`src/rtl/adsb_crc_filter.sv`:
```
// ADS-B squitter filter: runs the 24-bit Mode S parity over the data bits and forwards only frames whose CRC (and optionally DF) match.
// Optional ADSB_CRC_STATS_EN adds saturating good/bad frame counters (good_count, bad_count).
module adsb_crc_filter #(
    parameter int SQUITTER_LENGTH = 112,
    parameter int DF_MATCH        = 17,
    parameter int DF_CHECK        = 1
) (
    input  logic                         s00_axis_aclk,
    input  logic                         s00_axis_aresetn,
    input  logic                         s00_axis_tvalid,
    input  logic [SQUITTER_LENGTH-1:0]   s00_axis_tdata,
    output logic                         s00_axis_tready,
    output logic                         m00_axis_tvalid,
    input  logic                         m00_axis_tready,
    output logic [SQUITTER_LENGTH-1:0]   m00_axis_tdata,
    output logic                         m00_axis_tlast,
    output logic [SQUITTER_LENGTH/8-1:0] m00_axis_tstrb
`ifdef ADSB_CRC_STATS_EN
    ,
    output logic [31:0]                  good_count,
    output logic [31:0]                  bad_count
`endif
);

    localparam int          DATA_BITS = SQUITTER_LENGTH - 24;
    localparam int          CNT_W     = $clog2(DATA_BITS);
    localparam int          IDX_W     = $clog2(SQUITTER_LENGTH);
    localparam logic [23:0] CRC_POLY  = 24'hFFF409;
    localparam logic [4:0]  DF_VAL    = 5'(DF_MATCH);

    typedef enum logic [1:0] {
        ST_IDLE  = 2'd0,
        ST_CRC   = 2'd1,
        ST_CHECK = 2'd2,
        ST_OUT   = 2'd3
    } state_t;

    logic [1:0]                 r_rst_sync;
    logic                       w_rst_n;
    state_t                     r_state;
    state_t                     w_state_next;
    logic [SQUITTER_LENGTH-1:0] r_frame;
    logic [23:0]                r_rem;
    logic [CNT_W-1:0]           r_cnt;
    logic [IDX_W-1:0]           w_bit_idx;
    logic                       w_bit;
    logic                       w_fb;
    logic [23:0]                w_rem_next;
    logic                       w_accept;
    logic                       w_last_bit;
    logic                       w_df_ok;
    logic                       w_pass;

    // Reset asserts immediately but releases the FSM only after two clean clock edges.
    always_ff @(posedge s00_axis_aclk or negedge s00_axis_aresetn) begin
        if (!s00_axis_aresetn) begin
            r_rst_sync <= 2'b00;
        end else begin
            r_rst_sync <= {r_rst_sync[0], 1'b1};
        end
    end

    assign w_rst_n = r_rst_sync[1];

    assign w_bit_idx  = IDX_W'(SQUITTER_LENGTH - 1) - IDX_W'(r_cnt);
    assign w_bit      = r_frame[w_bit_idx];
    assign w_fb       = r_rem[23] ^ w_bit;
    assign w_rem_next = {r_rem[22:0], 1'b0} ^ (w_fb ? CRC_POLY : 24'h000000);
    assign w_last_bit = (r_cnt == CNT_W'(DATA_BITS - 1));

    assign w_accept = (r_state == ST_IDLE) && s00_axis_tvalid;
    assign w_df_ok  = (DF_CHECK == 0) || (r_frame[SQUITTER_LENGTH-1 -: 5] == DF_VAL);
    assign w_pass   = (r_rem == r_frame[23:0]) && w_df_ok;

    always_ff @(posedge s00_axis_aclk or negedge w_rst_n) begin
        if (!w_rst_n) begin
            r_state <= ST_IDLE;
        end else begin
            r_state <= w_state_next;
        end
    end

    always_comb begin
        w_state_next = r_state;
        case (r_state)
            ST_IDLE:  if (s00_axis_tvalid) w_state_next = ST_CRC;
            ST_CRC:   if (w_last_bit) w_state_next = ST_CHECK;
            ST_CHECK: w_state_next = w_pass ? ST_OUT : ST_IDLE;
            ST_OUT:   if (m00_axis_tready) w_state_next = ST_IDLE;
            default:  w_state_next = ST_IDLE;
        endcase
    end

    always_ff @(posedge s00_axis_aclk or negedge w_rst_n) begin
        if (!w_rst_n) begin
            r_frame <= '0;
            r_rem   <= '0;
            r_cnt   <= '0;
        end else if (w_accept) begin
            r_frame <= s00_axis_tdata;
            r_rem   <= '0;
            r_cnt   <= '0;
        end else if (r_state == ST_CRC) begin
            r_rem <= w_rem_next;
            r_cnt <= r_cnt + CNT_W'(1);
        end
    end

    // tready is held low until the synchronised reset has released the FSM.
    assign s00_axis_tready = (r_state == ST_IDLE) && w_rst_n;
    assign m00_axis_tvalid = (r_state == ST_OUT);
    assign m00_axis_tdata  = r_frame;
    assign m00_axis_tlast  = 1'b1;
    assign m00_axis_tstrb  = '1;

`ifdef ADSB_CRC_STATS_EN
    logic [31:0] r_good_count;
    logic [31:0] r_bad_count;

    always_ff @(posedge s00_axis_aclk or negedge w_rst_n) begin
        if (!w_rst_n) begin
            r_good_count <= '0;
            r_bad_count  <= '0;
        end else if (r_state == ST_CHECK) begin
            if (w_pass && (r_good_count != 32'hFFFF_FFFF)) begin
                r_good_count <= r_good_count + 32'd1;
            end
            if (!w_pass && (r_bad_count != 32'hFFFF_FFFF)) begin
                r_bad_count <= r_bad_count + 32'd1;
            end
        end
    end

    assign good_count = r_good_count;
    assign bad_count  = r_bad_count;
`endif

endmodule

```
`config.mk`:
```
export PLATFORM = sky130hd
export DESIGN_NAME = adsb_crc_filter
export DESIGN_NICKNAME = d
export VERILOG_FILES = /design/src/rtl/adsb_crc_filter.sv
export SDC_FILE = /design/constraint.sdc
export NUM_CORES = 1
export LEC_CHECK = 0
export BUFFER_PORTS_ARGS = -buffer_cell sky130_fd_sc_hd__clkbuf_2
export CAP_MARGIN = 20
export CORE_MARGIN = 3
export CORE_UTILIZATION = 50
export DETAILED_ROUTE_END_ITERATION = 16
export GPL_ROUTABILITY_DRIVEN = 0
export GPL_TIMING_DRIVEN = 0
export PLACE_DENSITY = 0.84
export SLEW_MARGIN = 20
export SYNTH_ARGS = -nofsm -noshare
export SYNTH_HDL_FRONTEND = slang
export SYNTH_SLANG_ARGS = --single-unit
```
`constraint.sdc`:
```
create_clock -name s00_axis_aclk -period 6.14 [get_ports s00_axis_aclk]
set_input_delay 0.614 -clock s00_axis_aclk [delete_from_list [all_inputs] [get_ports s00_axis_aclk]]
set_output_delay 0.614 -clock s00_axis_aclk [all_outputs]
set_load 0.005 [all_outputs]
```
==> results.ini, run 1 <==
[global_route]
antenna_found_initial = 0
overflow = 0
grt_start_max_net_pins = 44
grtUsageTotal_pct = 27.19
grt_pass1_wl_mm = 33.71
grt_pass1_vias = 6394

[cells_and_area]
final_common_cell = nand2_1
syn_to_final_growth_pct = 29.03
final_cell_mix = nand2_1 (383), clkbuf_2 (229), dfrtp_1 (146)
seqCellArea_um2 = 3682
multi_input_area_um2 = 3166
utilization_pct = 66.09
instances_no_fill = 1229
layout-drive-gt1-share_pct = 30.22
fillers = 1100
fin_nets = 1156
antennaDiodeCount = 0

[clocking]
tritoncts = done
clk_path_buf_depth = 2
cts-buffers-inserted = 17
clock_latency_ns = 0.42
cts_root_buf = clkbuf_16
htree_levels = 4
clkTransAtPathRegs_ns = 0.06
cts_sinks = 147

[sta]
max_slew_margin_pct = 49.04
max_freq_mhz = 325.0
period_needed_ns = 3.077
hold_viol_final = 0
worst_pin_slew_ns = 0.7628
timing.setup.tns_ns = 0
worst_clock_skew_ns = 0.006947
rsz0062_at_grt = no
period_share_pct = 50.11
finalSetupViolations = 0
drv_slew = 0

[logic_synthesis]
synthCells = 770
async_reset_ff_share_pct = 100.0
yosysSeqAreaShare_pct = 51.54
avgSynthCellArea_um2 = 9.269
yosys_warnings = 0
yosysUniqueCellTypes = 48
syn_area_um2 = 7137
synth_edf_count = 0
synth_ff_type = dfrtp_1
ys_seq_elements = 147

[pwr]
peakVddDrop_v = 0.0002956
power.total_mw = 5.281
leakagePower_nw = 4.955
power_density_nw_per_um2 = 573.5

[route]
drt_iter0_drc = 444
via_per_inst = 5.191
ant_nets = 0
dr.pass1.iters = 5
wl_per_cell_um = 17.14
drc = 0
vias = 6380
drt_wl_total_mm = 21.07

[setup_path]
startpoint_type = flop
slowest_stage = dfrtp_1
cp_num_buf_inv = 4
critPathMaxFanout = 10
critPathMaxStageDelay_ns = 0.36
reg2regPathDepth = 12
r2r_end = r_rem[16]$_DFFE_PN0P_
critPathCaptureType = flop
crit_top_cell = buf_6
r2r_setup_slack_ns = 3.06
cp-startpoint = r_cnt[1]$_DFFE_PN0P_
path_class = reg2reg
path_delay_family = buffers and inverters
required_ns = 6.42
worst-path-stages = 12
crit_end = r_rem[16]$_DFFE_PN0P_
worst_r2r_startpoint = r_cnt[1]$_DFFE_PN0P_
arrival_ns = 3.36
cp_cell_sequence = buf_6 > buf_6 > buf_2 > mux2i_1 > nor2_1 > a211oi_1 > a221oi_2 > o32ai_4 > xnor2_2 > buf_6 > xor2_1 > o21ai_2

[outcome]
status = completed

[placed_design]
io_buffers = 229
place_inst = 1197
post-dp-hpwl_mm = 15.98

[die]
rows = 43
core_um2 = 13930
die_area_um2 = 15740
die_height_um = 125.5
die_x_um = 125.5
ios = 245
start_util_pct = 51.22

[run]
cap_violations = 0

[hold_path]
hp-class = reg2async

==> Yosys cell counts (all sizes together), types with 9 or more instances <==
cell	number	share of area, %
buf	28	2.9
clkbuf	31	1.6
dfrtp	147	52
mux2i	9	1.3
mux4	26	8.2
nand2	383	20
nand3	16	1.1
nor2	10	0.53
o21ai	22	1.6
xnor2	14	1.8
xor2	26	3.2
==> area by class of cell <==
cell class	count	area share, %
Timing Repair Buffer	233	13.21
Clock inverter	10	1.196
Inverter	6	0.2446
Sequential cell	147	39.99
Buffer	59	3.546
Clock buffer	21	5.000
Multi-Input combinational cell	573	34.38
Tap cell	180	2.446
==> how the worst min path moves through the flow <==
stage	endpoint	slack (ns)	cells after the start
after floorplan	r_rst_sync[0]$_DFF_PN0_	0.32	0
after global placement	r_rst_sync[1]$_DFF_PN0_	0.34	0
after detailed placement	m00_axis_tdata[32]$_DFFE_PN0P_	0.27	0
after CTS	m00_axis_tdata[32]$_DFFE_PN0P_	0.27	0
after global routing	m00_axis_tdata[39]$_DFFE_PN0P_	0.30	0
final	m00_axis_tdata[32]$_DFFE_PN0P_	0.26	0
==> registers in the layout, summed over array words and instances (netlist names) <==
signal and cells:
r_cnt 7, r_rem 24, r_rst_sync 2, m00_axis_tdata 112, r_state 2
==> stage by stage <==
step | area (um^2) | hold WS, ns | worst slack (ns)
after floorplan | 7193 | 0.3184 | 1.685
after global placement | 8564 | 0.3354 | 0.1445
after detailed placement | 8628 | 0.2672 | 3.095
after CTS | 9209 | 0.2734 | 3.089
after global routing | 9209 | 0.3044 | 2.895
final | 9209 | 0.2620 | 3.063
==> report_power, final <==
part	switching, mW	leakage [nW]	internal [mW]	total (mW)
Sequential	0.462	1.84	1.42	1.88
Clock	0.392	0.271	0.613	1.01
Combinational	1.31	2.85	1.09	2.39
Total	2.16	4.95	3.12	5.28
==> layer usage <==
layer,up-vias,wire [um],GRT usage (%)
met3,40,1695,7.518
li1,3009,-,-
met1,3027,8482,35.39
met5,-,0,0
met4,0,523,9.120
met2,304,10370,44.30
==> cell families (layout without fill, tap and decap cells) <==
family	Yosys count	count (layout)	synth area share, %
other	1	16	0.05254
buffers and inverters	65	329	4.891
DFF	147	147	51.54
muxes	36	36	9.625
and+or+nand+nor	435	435	24.18
AOI/OAI and AO/OA	43	43	4.173
xor gates and xnor gates	40	40	5.014
adders and majority gates	3	3	0.5260
==> repair_timing <==
action / in CTS / in global routing
hold endpoints to repair: 2 / 0
setup endpoints to repair: 0 / 0
gates resized for setup: 0 / 0
hold buffers: 1 / 0
buffers inserted: 0 / 0
Power figures use the tool's default switching activity.
==> inputs of run 2 (changes only) <==
==> constraint.sdc (replaced) <==
create_clock -name s00_axis_aclk -period 3 [get_ports s00_axis_aclk]
set_input_delay 0.3 -clock s00_axis_aclk [delete_from_list [all_inputs] [get_ports s00_axis_aclk]]
set_output_delay 0.3 -clock s00_axis_aclk [all_outputs]
set_load 0.005 [all_outputs]
==> results.ini, run 2 (synthesis results as in run 1) <==
[outcome]
status = completed

[route]
vias = 6536
drc = 0
drt_iter0_drc = 547
drt_wl_total_mm = 21.11
wl_per_cell_um = 17.14
ant_nets = 0
dr.pass1.iters = 5
via_per_inst = 5.305

[cells_and_area]
multi_input_area_um2 = 3189
fin_area_um2 = 9331
syn_to_final_growth_pct = 30.75
largest_reg_flops = 112
final_common_cell = nand2_1
layout-drive-gt1-share_pct = 30.99
instances_no_fill = 1232
seqCellArea_um2 = 3684
fin_nets = 1158
antennaDiodeCount = 0
final_cell_mix = nand2_1 (383), clkbuf_2 (229), dfrtp_1 (145)
utilization_pct = 66.97
fillers = 1089

[pwr]
clockPowerShare_pct = 20.1
power.switching_mw = 4.486
peakVddDrop_v = 0.0005654
internal_power_mw = 6.667
swShare_pct = 40.22
leakagePower_nw = 5.006
power_density_nw_per_um2 = 1195
seqPwrFrac_pct = 34.6
share_comb_of_total_power_pct = 45.3

[sta]
period_needed_ns = 2.919
worst_clock_skew_ns = 0.005194
layout_setup_ws_ns = 0.08116
drv_slew = 0
worst_pin_slew_ns = 0.8087
max_freq_mhz = 342.6
period_share_pct = 97.29
max_slew_margin_pct = 46.08
finalSetupViolations = 0
hold_viol_final = 0

[die]
die_area_um2 = 15740
start_util_pct = 51.22
die_height_um = 125.5
die_x_um = 125.5
ios = 245
core_um2 = 13930
rows = 43

[clocking]
tritoncts = done
clock_latency_ns = 0.42
clkTransAtPathRegs_ns = 0.06
cts_root_buf = clkbuf_16
cts_sinks = 147
htree_levels = 4
cts-buffers-inserted = 17
clk_path_buf_depth = 2

[setup_path]
critPathCaptureType = flop
startpoint_type = flop
critPathMaxFanout = 10
required_ns = 3.29
path_class = reg2reg
arrival_ns = 3.20

[placed_design]
dp_slack_ns = -0.04511
io_buffers = 229
placed_cell_area_um2 = 8636
post-dp-hpwl_mm = 15.97
place_inst = 1197

[global_route]
grt_start_max_net_pins = 57
grt_pass1_wl_mm = 34.29
grt_pass1_vias = 6534
overflow = 0
antenna_found_initial = 0
grtUsageTotal_pct = 27.64

[run]
cap_violations = 0

[hold_path]
hp-class = in2reg

==> run 2: changes by cell type in the layout (fill, tap and decap cells not counted), sizes merged <==
cell,previous run,this run
buf,31,34
clkbuf,281,277
inv,5,6
clkinvlp,4,3
bufinv,2,4
clkinv,5,7
==> run 2: critical path, stage by stage (launching register included) <==
cell      delay, ns
dfrtp_2        0.41
buf_8          0.19
buf_6          0.21
mux4_2         0.56
a22oi_1        0.22
a221oi_2       0.12
o32ai_4        0.39
xnor2_4        0.20
buf_8          0.19
xor2_1         0.19
o21ai_1        0.08
==> run 2: power by group through the flow <==
stage	Clock [mW]	Combinational (mW)	Sequential, mW
2_1_floorplan	0	3.09	3.69
6_report	2.24	5.06	3.86
4_1_cts	2.26	4.92	3.84
3_5_place_dp	0	4.87	3.87
5_1_grt	2.35	5.61	4.00
3_3_place_gp	0	4.67	3.85
==> run 2: path summary, 6_finish.rpt <==
check,to,from,slack (ns),cells past startpoint
worst min-delay path,m00_axis_tdata[95]$_DFFE_PN0P_,s00_axis_tdata[95],0.07,3
worst max register to register,r_rem[14]$_DFFE_PN0P_,r_cnt[0]$_DFFE_PN0P_,0.08,10
min in group asynchronous,r_rst_sync[1]$_DFF_PN0_,s00_axis_aresetn,0.20,2
worst min register to register,m00_axis_tdata[36]$_DFFE_PN0P_,r_rst_sync[1]$_DFF_PN0_,0.24,0
max in group asynchronous,r_rem[16]$_DFFE_PN0P_,r_rst_sync[1]$_DFF_PN0_,2.01,2
worst max-delay path,r_rem[14]$_DFFE_PN0P_,r_cnt[0]$_DFFE_PN0P_,0.08,10
==> run 2: stage by stage <==
stage,hold slack [ns],power [mW],TNS (ns)
2_1_floorplan,0.004409,6.781,0
3_3_place_gp,0.08623,8.523,-45.27
3_5_place_dp,0.08815,8.739,-0.3272
4_1_cts,0.05475,11.02,0
5_1_grt,0.06167,11.95,-0.04995
6_report,0.06509,11.15,0
==> run 2: layout make-up <==
type / count / share of cell area [%]
Sequential cell: 147 / 39.47
Multi-Input combinational cell: 573 / 34.18
Timing Repair Buffer: 235 / 13.27
Clock buffer: 18 / 4.706
Buffer: 59 / 3.728
Tap cell: 180 / 2.414
Clock inverter: 14 / 1.984
Inverter: 6 / 0.2414
==> run 2: what timing repair did <==
action / in CTS / in global routing
buffers inserted: 0 / 2
pin swaps: 0 / 2
hold buffers: 1 / 0
gates resized for setup: 1 / 11
endpoints found under the setup margin: 9 / 10
hold endpoints to repair: 2 / 0
==> run 2: metal layers <==
layer	part of all wire [%]	track usage, %
met5	0	0
met4	3.0	10.46
met3	8.6	7.903
met2	49	44.97
met1	40	35.36
